File: config.mk
export PLATFORM = sky130hd
export DESIGN_NAME = uart_frame_parser
export DESIGN_NICKNAME = d
export VERILOG_FILES = /design/src/rtl/uart_pkg.sv /design/src/rtl/uart_byte_timer.sv /design/src/rtl/uart_frame_parser.sv
export SDC_FILE = /design/constraint.sdc
export NUM_CORES = 1
export LEC_CHECK = 0
export ABC_CLOCK_PERIOD_IN_PS = 1900
export CELL_PAD_IN_SITES_DETAIL_PLACEMENT = 0
export CELL_PAD_IN_SITES_GLOBAL_PLACEMENT = 1
export CORE_UTILIZATION = 40
export DETAILED_ROUTE_END_ITERATION = 8
export GPL_ROUTABILITY_DRIVEN = 0
export PLACE_DENSITY_LB_ADDON = 0.05
export RECOVER_POWER = 25
export SLEW_MARGIN = 10
export SYNTH_ARGS = -nofsm -noshare
export SYNTH_HDL_FRONTEND = slang
export SYNTH_HIERARCHICAL = 1
export SYNTH_SLANG_ARGS = --single-unit
File: constraint.sdc
create_clock -name clk_i -period 1.9 [get_ports clk_i]
set_input_delay 0.38 -clock clk_i [delete_from_list [all_inputs] [get_ports clk_i]]
set_output_delay 0.38 -clock clk_i [all_outputs]
set_load 0.1 [all_outputs]
File: src/rtl/uart_pkg.sv
// uart_pkg: shared types and constants for the UART frame parser.
package uart_pkg;
  typedef enum logic [2:0] {
    S_IDLE,
    S_CMD,
    S_ADDR,
    S_DATA,
    S_CSUM
  } parser_state_e;
  localparam logic [1:0] ERR_NONE = 2'b00;
  localparam logic [1:0] ERR_CSUM = 2'b01;
  localparam logic [1:0] ERR_TIMEOUT = 2'b10;
  localparam logic [7:0] HEADER_DEFAULT = 8'hA5;
endpackage

File: src/rtl/uart_byte_timer.sv
// uart_byte_timer: clearable, enabled, saturating cycle counter with a one-cycle expire strobe.
module uart_byte_timer #(
  parameter int TIMEOUT_CYCLES = 400
) (
  input  logic clk_i,
  input  logic rst_n,
  input  logic en_i,
  input  logic clr_i,
  output logic expire_o
);
  localparam int W = $clog2(TIMEOUT_CYCLES + 1);
  logic [W-1:0] cnt_q, cnt_d;
  always_comb cnt_d = clr_i ? '0 : (en_i && cnt_q != '1) ? cnt_q + W'(1) : cnt_q;
  assign expire_o = en_i && !clr_i && cnt_q == W'(TIMEOUT_CYCLES - 1);
  always_ff @(posedge clk_i or negedge rst_n)
    if (!rst_n) cnt_q <= '0;
    else cnt_q <= cnt_d;
endmodule

File: src/rtl/uart_frame_parser.sv
// uart_frame_parser: assembles HEADER/CMD/ADDR/DATA/CSUM frames from received bytes,
// pulsing frm_valid_o on a good XOR checksum and err_o on checksum error or inter-byte timeout.
module uart_frame_parser
  import uart_pkg::*;
#(
  parameter int CLK_FREQ = 100_000_000,
  parameter int UART_BPS = 115200,
  parameter int TIMEOUT_BYTES = 4,
  parameter logic [7:0] HEADER = HEADER_DEFAULT
) (
  input  logic       clk_i,
  input  logic       rst_n,
  input  logic       rx_done_i,
  input  logic [7:0] rx_data_i,
  output logic       frm_valid_o,
  output logic [7:0] frm_cmd_o,
  output logic [7:0] frm_addr_o,
  output logic [7:0] frm_data_o,
  output logic       err_o,
  output logic [1:0] err_code_o,
  output logic       busy_o
);
  localparam int TIMEOUT_CYCLES = (CLK_FREQ / UART_BPS) * 10 * TIMEOUT_BYTES;
  parser_state_e state_q, state_d;
  logic [7:0] csum_q, csum_d, cmd_q, cmd_d, addr_q, addr_d, data_q, data_d;
  logic [7:0] fcmd_q, fcmd_d, faddr_q, faddr_d, fdata_q, fdata_d;
  logic valid_q, valid_d, err_q, err_d;
  logic [1:0] code_q, code_d;
  logic expire;
  uart_byte_timer #(.TIMEOUT_CYCLES(TIMEOUT_CYCLES)) u_timer (
    .clk_i    (clk_i),
    .rst_n    (rst_n),
    .en_i     (state_q != S_IDLE),
    .clr_i    (rx_done_i || state_q == S_IDLE),
    .expire_o (expire)
  );
  always_comb begin
    state_d = state_q;
    csum_d = csum_q;
    cmd_d = cmd_q;
    addr_d = addr_q;
    data_d = data_q;
    fcmd_d = fcmd_q;
    faddr_d = faddr_q;
    fdata_d = fdata_q;
    valid_d = 1'b0;
    err_d = 1'b0;
    code_d = code_q;
    if (rx_done_i) begin
      case (state_q)
        S_IDLE: if (rx_data_i == HEADER) begin
          state_d = S_CMD;
          csum_d = '0;
        end
        S_CMD: begin
          cmd_d = rx_data_i;
          csum_d = rx_data_i;
          state_d = S_ADDR;
        end
        S_ADDR: begin
          addr_d = rx_data_i;
          csum_d = csum_q ^ rx_data_i;
          state_d = S_DATA;
        end
        S_DATA: begin
          data_d = rx_data_i;
          csum_d = csum_q ^ rx_data_i;
          state_d = S_CSUM;
        end
        S_CSUM: begin
          state_d = S_IDLE;
          if (rx_data_i == csum_q) begin
            fcmd_d = cmd_q;
            faddr_d = addr_q;
            fdata_d = data_q;
            valid_d = 1'b1;
          end else begin
            err_d = 1'b1;
            code_d = ERR_CSUM;
          end
        end
        default: state_d = S_IDLE;
      endcase
    end else if (expire) begin
      state_d = S_IDLE;
      err_d = 1'b1;
      code_d = ERR_TIMEOUT;
    end
  end
  always_ff @(posedge clk_i or negedge rst_n)
    if (!rst_n) begin
      state_q <= S_IDLE;
      csum_q <= '0;
      cmd_q <= '0;
      addr_q <= '0;
      data_q <= '0;
      fcmd_q <= '0;
      faddr_q <= '0;
      fdata_q <= '0;
      valid_q <= 1'b0;
      err_q <= 1'b0;
      code_q <= ERR_NONE;
    end else begin
      state_q <= state_d;
      csum_q <= csum_d;
      cmd_q <= cmd_d;
      addr_q <= addr_d;
      data_q <= data_d;
      fcmd_q <= fcmd_d;
      faddr_q <= faddr_d;
      fdata_q <= fdata_d;
      valid_q <= valid_d;
      err_q <= err_d;
      code_q <= code_d;
    end
  assign frm_valid_o = valid_q;
  assign frm_cmd_o = fcmd_q;
  assign frm_addr_o = faddr_q;
  assign frm_data_o = fdata_q;
  assign err_o = err_q;
  assign err_code_o = code_q;
  assign busy_o = state_q != S_IDLE;
endmodule

### Word level (Yosys, flattened, before mapping)

Cells that the tools add are included.

* output and inout port bits: 29
* register bits: 79
* bits of input ports: 11

* equal/unequal tests: 12
* bitwise logic cells: 1
* reduce and logical (&&, ||, !) cells: 18
* multiplexer cells: 19
* add/sub/neg operators: 1

Operators by type and width (number)
* 2-to-1 mux 16 bit: 2
* one-hot mux 8 bit (3 select lines): 1
* adder 16 x 1 -> 16 bit (second input constant): 1
* equality test 16 bit (second input constant): 1
* != test 16 bit (second input constant): 1
* one-hot mux 3 bit (4 select lines): 1
* 2-to-1 mux 3 bit: 3
* AND reduction 3 bit: 3
* equality test 8 bit: 1
* equality test 8 bit (second input constant): 1
* 2-to-1 mux 2 bit: 4
* 2-to-1 mux 8 bit: 1
* AND reduction 2 bit: 4
* XOR 8 bit: 1
* 2-to-1 mux 1 bit: 7
* equality test 3 x 2 -> 1 bit (second input constant): 2
* nonzero test 3 bit: 2
* != test 2 x 1 -> 1 bit (second input constant): 2
* nonzero test 2 bit: 2
* equality test 3 x 1 -> 1 bit (second input constant): 1
* equality test 3 bit (second input constant): 1
* logical AND 1 bit: 3
* zero test 3 bit: 1
* != test 3 x 2 -> 1 bit (second input constant): 1
* 4 further kinds: 4

### Longest topological paths before layout

Gate-level depths: netlist of run 1.

* word-level depth: 7
* gate-level depth with buffers: 10
* gate-level depth less buffers: 9

### Hierarchy

Netlist of run 1, hierarchy kept.

Modules (own cells, without submodules)
* uart_frame_parser: area each 2685.1 µm², instances 1, cells each 197, sequential area each 1576.5 µm²
* uart_byte_timer: area each 993.5 µm², instances 1, cells each 108, sequential area each 400.4 µm²

### Least setup slack after synthesis of run 1

OpenSTA, ideal clock, no wires.

* path type: flip-flop to flip-flop
* start: reg state_q[0]
* end: reg u_timer.cnt_q[11]
* required time: 1822 ps
* period minus slack after synthesis: 2659 ps
* slack: -759 ps
* arrival time: 2581 ps
* buffers on the path: 2
* stages on the path, launching flop included: 8
* cells stage by stage: dfrtp_1 clkbuf_1 or3_1 buf_4 and4_1 nand4_2 or4_1 a21oi_1

* word-level cells in the longest chain between the ends: 3

RTL lines
* start: declaration: line uart_frame_parser.sv:24 `parser_state_e state_q, state_d;`
* start signal: assignment: line uart_frame_parser.sv:104 `state_q <= state_d;`
* nonzero test 3 bit
* net busy_o: line uart_frame_parser.sv:21 `output logic busy_o`
* logical AND 1 bit: line uart_byte_timer.sv:13 `always_comb cnt_d = clr_i ? '0 : (en_i && cnt_q != '1) ? cnt_q + W'(1) : cnt_q;`
* nonzero test 2 bit (no line)
* end signal: assignment: line uart_byte_timer.sv:17 `else cnt_q <= cnt_d;`
* end: declaration: line uart_byte_timer.sv:12 `logic [W-1:0] cnt_q, cnt_d;`

The timed path passes the listed nets, and every way through them passes these cells.
A chain may end at the register's enable or synchronous reset.

### Worst setup path in the final report of run 1

* start: reg state_q[2]
* end: out busy_o

* word-level cells in the longest chain between the ends: 1

RTL lines
* nonzero test 3 bit: line uart_frame_parser.sv:122 `assign busy_o = state_q != S_IDLE;`
* end: declaration: line uart_frame_parser.sv:21

Every way passes these cells.

==> results of run 1 <==
==> power groups by stage <==
stage	combinational, mW	clock [mW]	sequential, mW
6_report	1.77	1.43	2.32
5_1_grt	1.91	1.56	2.38
4_1_cts	1.75	1.48	2.33
3_5_place_dp	1.75	0	2.37
3_3_place_gp	1.73	0	2.36
2_1_floorplan	0.972	0	2.50
==> critical path: stages, from the launching register on <==
cell	delay [ps]
dfrtp_1	380
or3_4	420
buf_6	150
buf_12	160
==> through the flow <==
stage	setup WS, ps	cell area (sq um)	instances	TNS, ps	util [%]
floorplan	-60.1	3710	305	-179	-
global placement	-318	4600	478	-12480	52.3
detailed placement	-308	4600	478	-12340	52.3
CTS	26.7	4830	494	0	54.8
global route	-11.7	4850	494	-11.7	55.0
finish	61.2	4850	494	0	55.0
==> cell families (layout without fill, tap and decap cells) <==
group | after synthesis | count (layout) | share of synthesized area [%]
XOR/XNOR | 8 | 8 | 1.90
AO/OA/AOI/OAI | 54 | 54 | 8.44
buffers and inverters | 16 | 97 | 2.55
multiplexers | 52 | 52 | 17.8
adder cells (fa/ha/maj) | 1 | 1 | 0.340
flip-flops | 79 | 79 | 53.7
AND/OR/NAND/NOR | 95 | 95 | 15.2
==> final cells by class <==
type                            instances  area share, %
Tap cell                              108           2.79
Multi-Input combinational cell        210           34.0
Clock inverter                          7           2.12
Clock buffer                            9           2.56
Timing Repair Buffer                   75           17.3
Sequential cell                        79           40.8
Inverter                                6          0.465
==> synth_stat cells, types with 2 or more instances <==
cell type / count
nand2b_1: 7
nor4_1: 2
nand3_2: 2
mux2_2: 29
dfrtp_1: 79
nand3_1: 5
xor2_1: 8
nor3_1: 6
nor2_1: 17
mux2_1: 2
a21oi_1: 12
nand4_1: 5
mux2i_1: 2
and3_1: 2
o21ai_0: 30
buf_6: 2
nand2_1: 19
buf_2: 4
inv_1: 6
o31ai_1: 4
or4_1: 3
nor2b_1: 5
nor4_2: 3
mux2_4: 19
or3_1: 6
dlygate4sd1_1: 2
==> worst max path at each step <==
stage / depth (start not counted) / slack, ps / start / endpoint
global placement: 5 / -320 / rx_data_i[0] / state_q[0]
detailed placement: 7 / -310 / rx_data_i[3] / frm_data_o[0]
CTS: 3 / 30 / state_q[1] / busy_o
global route: 3 / -10 / state_q[2] / busy_o
finish: 3 / 60 / state_q[2] / busy_o
floorplan: 7 / -60 / state_q[0] / u_timer/cnt_q[11]
==> routing by layer <==
metal  vias up  routed length [um]
met1      1288                4150
met3         9                 242
met4         0                 126
met2        38                3620
met5         -                   0
li1       1249                   -
==> sequential cells by signal, summed over array words and instances (netlist names) <==
| register | count |
|---|---|
| frm_cmd_o | 8 |
| frm_data_o | 8 |
| err_o | 1 |
| csum_q | 8 |
| err_code_o | 2 |
| frm_valid_o | 1 |
| u_timer/cnt_q | 16 |
| state_q | 3 |
| cmd_q | 8 |
| addr_q | 8 |
| frm_addr_o | 8 |
| data_q | 8 |
==> out/results.tsv, run 1 <==
metric	value	unit
status	complete, no violations	
ys_async_sr_fraction	100	%
grt_start_max_net_pins	80	
path_max_fanout	4	
ys_top_cells_by_area	dfrtp_1, mux2_2, mux2_4	
power.leakage	2.27	nW
dieArea	9580	sq um
clock_sinks	79	
reg2reg_from	u_timer/cnt_q[0]	
internal_power	3.65	mW
gr-usage-met1	26.8	%
rsz0062_at_grt	true	
die_h	97.9	um
numCtsBuffers	9	
hold_viol	0	
fin_nets	393	
rrSetupSlack	150	ps
grt_util_met2	27.3	%
cts.root.buffer_cell	clkbuf_8	
initial_core_util	41.8	%
ff2ff_path_depth	5	
syn_area_per_cell	12.1	sq um
htree_levels	3	
grt_pass1_vias	2608	
ys_warn_count	6	
tightest_slew	1110	ps
drive_gt1_share	39.1	%
area_growth	31.7	%
grtUsageTotal	18.6	%
sw_frac_of_total	34.0	%
cts_tree	built	
drt-initial-drc-count	128	
worstSetupStartpointType	register	
crit_type	reg2out	
multiInputGateArea	1650	sq um
port_buffers	39	
ys_types	50	
crit_path_end_kind	primary output	
comb_power_share	32.0	%
ant_nets	0	
fill_cells	771	
postCtsSetupRepairBufs	0	
synth-main-ff-cell	dfrtp_1	
ys_seq_area_share	53.7	%
totalPowerFinal	5.52	mW
hold_class	in2async	
holdWs	346	ps
synth_top_area_share	53.7	%
dieWidth	97.9	um
grt_pass1_wl	13700	um
clock_path_buffers	2	
regArea	1980	sq um
grt_antenna_before_repair	0	
reg2reg_to	u_timer/cnt_q[12]	
clkLatencyLatePin	350	ps
first_pass_iters	5	
avgRoutedWirePerCell	16.5	um
io_pins	40	
place.detailed.hpwl	5610	um
final_common_cell	dfrtp_1	
maxSlewHeadroom	26.0	%
synth.net_count	317	
route.detailed.drc	0	
setup_viol	0	
antennaDiodeCount	0	
met3_usage	4.65	%
period_share	96.8	%
final_cell_mix	dfrtp_1, buf_4, o21ai_0	
arrival	1460	ps
dr_total_vias	2584	
period_minus_slack	1840	ps
wl	8140	um
vias_per_cell	5.23	
yosysTopAreaCell	dfrtp_1	
p_seq_share	42.1	%
slew_viol_final	0	
gr-max-usage-layer	met2	
powerDensity	1140	nW/um^2
num_rows	34	
cts_resized	0	
p_clk_share	25.9	%
overflow	0	
required	1520	ps
ys_seq_elements	79	
coreArea	8810	sq um
skew	9.52	ps
netlist_area	3680	sq um
max-cap-violations	0	
postCtsHoldBufs	0	
clkTransAtPathRegs	90	ps
ir_worst_vdd	0.00102	V
max_freq	0.544	GHz
switchingPower	1.88	mW
syn_inst	305	
synth_edf_count	0	
No activity file was read; power rests on OpenSTA's default activity.
==> inputs of run 2 (changes only) <==
Settings changed: CORE_UTILIZATION 40 to 31.
==> run 2 against run 1 <==
Compared with the run above:
- combinational power grew 2%
- global-route usage shrank 3.2 points
- critical endpoint is now frm_cmd_o[7]
- largest cell class unchanged
- register-to-register slack lost 30 ps
- highest routed layer unchanged
==> out/results.tsv, run 2 (synthesis gave the netlist of run 1 again) <==
metric	value	unit	change
tightest_slew	760	ps	-350 ps
ir_worst_vdd	0.00111	V	+9.3%
grtUsageTotal	15.5	%	-3.2 points
max-cap-violations	0		unchanged
crit_start	rx_data_i[3]		
die_h	111	um	+13%
largest_register_ffs	16		unchanged
dieArea	12300	sq um	+28%
dr_total_vias	2635		+2.0%
rrSetupSlack	120	ps	-30 ps
worstHoldPathCells	1		
layout.cells.non_filler	532		+7.7%
hold_viol	0		unchanged
worstSetupStartpointType	primary input		
dpl_worst_slack	-409	ps	-101 ps
path_max_fanout	25		+21
first_pass_iters	4		-1
num_rows	39		+15%
fin_nets	396		+0.76%
final_cell_mix	dfrtp_1, buf_4, o21ai_0		
period_share	96.8	%	about the same
period_minus_slack	1840	ps	+1.29 ps
clock_sinks	79		unchanged
slew_viol_final	0		unchanged
place.detailed.hpwl	6160	um	+9.8%
crit_path_end_kind	register		
max_freq	0.543	GHz	about the same
ff2ff_path_depth	6		+1
setup_viol	0		unchanged
route.detailed.drc	0		unchanged
coreArea	11500	sq um	+30%
grt_antenna_before_repair	0		unchanged
io_pins	40		unchanged
powerDensity	1200	nW/um^2	+4.9%
hold_end	frm_addr_o[5]		
final.setup.worst_slack	59.9	ps	-1.29 ps
grt_start_max_net_pins	39		-51%
antennaDiodeCount	0		unchanged
numCtsBuffers	9		unchanged
totalPowerFinal	6.06	mW	+9.8%
rsz0062_at_grt	true		
path_buf_inv	2		unchanged
maxSlewHeadroom	49.4	%	+23 points
drive_gt1_share	38.8	%	-0.30 points
grt_pass1_wl	14800	um	+7.7%
grt_pass1_vias	2757		+5.7%
min_from	addr_q[5]		
placed_cells	515		+7.7%
cp_slowest_cell	clkdlybuf4s50_1		
required	2130	ps	+610 ps
area_growth	37.9	%	
hold_class	reg2reg		
overflow	0		unchanged
initial_core_util	32.1	%	-9.7 points
port_buffers	39		unchanged
htree_levels	3		unchanged
ant_nets	0		unchanged
dieWidth	111	um	+13%
crit_type	in2reg		
max_flop_register	u_timer/cnt_q		
skew	10.3	ps	+0.767 ps
vias_per_cell	4.95		-5.3%
final_common_cell	dfrtp_1		
power.leakage	2.34	nW	+3.1%
reg2reg_from	u_timer/cnt_q[0]		
arrival	2070	ps	+610 ps
cts_tree	built		
path_cells	clkdlybuf4s50_1, xor2_1, nor4_2, nand3b_2, buf_12, mux2_4		
avgRoutedWirePerCell	16.4	um	-0.30%
crit_family	buffers and inverters		
status	complete, no violations		
reg2reg_to	u_timer/cnt_q[7]		
wl	8740	um	+7.4%
clkTransAtPathRegs	60	ps	-30 ps
drt-initial-drc-count	58		-55%
clkLatencyLatePin	350	ps	about the same
clock_path_buffers	2		unchanged
cts.root.buffer_cell	clkbuf_16		
cpPeakStageDelay	470	ps	+50 ps
[run 2: changes by cell type in the layout (fill, tap and decap cells not counted), sizes merged]
cell	before	now
dlygate4sd3	0	1
clkbuf	11	10
buf	64	67
clkinv	1	0
clkinvlp	1	2
[run 2: metrics by stage]
stage	utilization (%)	TNS, ps	area (sq um)	hold slack [ps]
after floorplan	-	-179	3710	84.4
after global placement	41.1	-14140	4710	337
after detailed placement	41.1	-14830	4710	339
after CTS	44.1	0	5060	506
after global routing	44.2	-4.75	5070	520
final	44.2	0	5070	502
[run 2: worst max-delay path by stage]
stage / slack (ps) / cells after the start / end
detailed placement: -410 / 6 / frm_cmd_o[7]
finish: 60 / 6 / frm_cmd_o[7]
global placement: -380 / 6 / frm_cmd_o[5]
floorplan: -60 / 7 / u_timer/cnt_q[11]
CTS: 40 / 6 / frm_data_o[5]
global route: -5 / 6 / u_timer/cnt_q[7]
[run 2: cell type report]
class | count | area, sq um
clock buffers | 9 | 225
clock inverters | 7 | 104
fillers | 1069 | 6390
inverters | 6 | 22.5
multi-input cells | 210 | 1640
flip-flops and latches | 79 | 1980
well taps | 143 | 179
repair buffers | 78 | 921
[run 2: repair_timing]
action | in CTS | in global routing
pin swaps | 0 | 3
gates cloned | 0 | 0
gates resized for setup | 1 | 3
setup buffers | 0 | 0
hold buffers | 1 | 0
setup endpoints to repair | 24 | 29
hold endpoints to repair | 27 | 0
[run 2: metal layers]
| metal | global-route usage (%) | wire length, um | vias up |
|---|---|---|---|
| li1 | - | - | 1264 |
| met1 | 23.2 | 4670 | 1318 |
| met2 | 21.4 | 3640 | 42 |
| met3 | 3.01 | 277 | 11 |
| met4 | 6.67 | 155 | 0 |
| met5 | 0 | 0 | - |
[run 2: power breakdown]
part,switching [mW],total (mW),internal [mW]
registers,0.249,2.33,2.08
logic,0.976,1.81,0.835
clock network,0.756,1.93,1.17
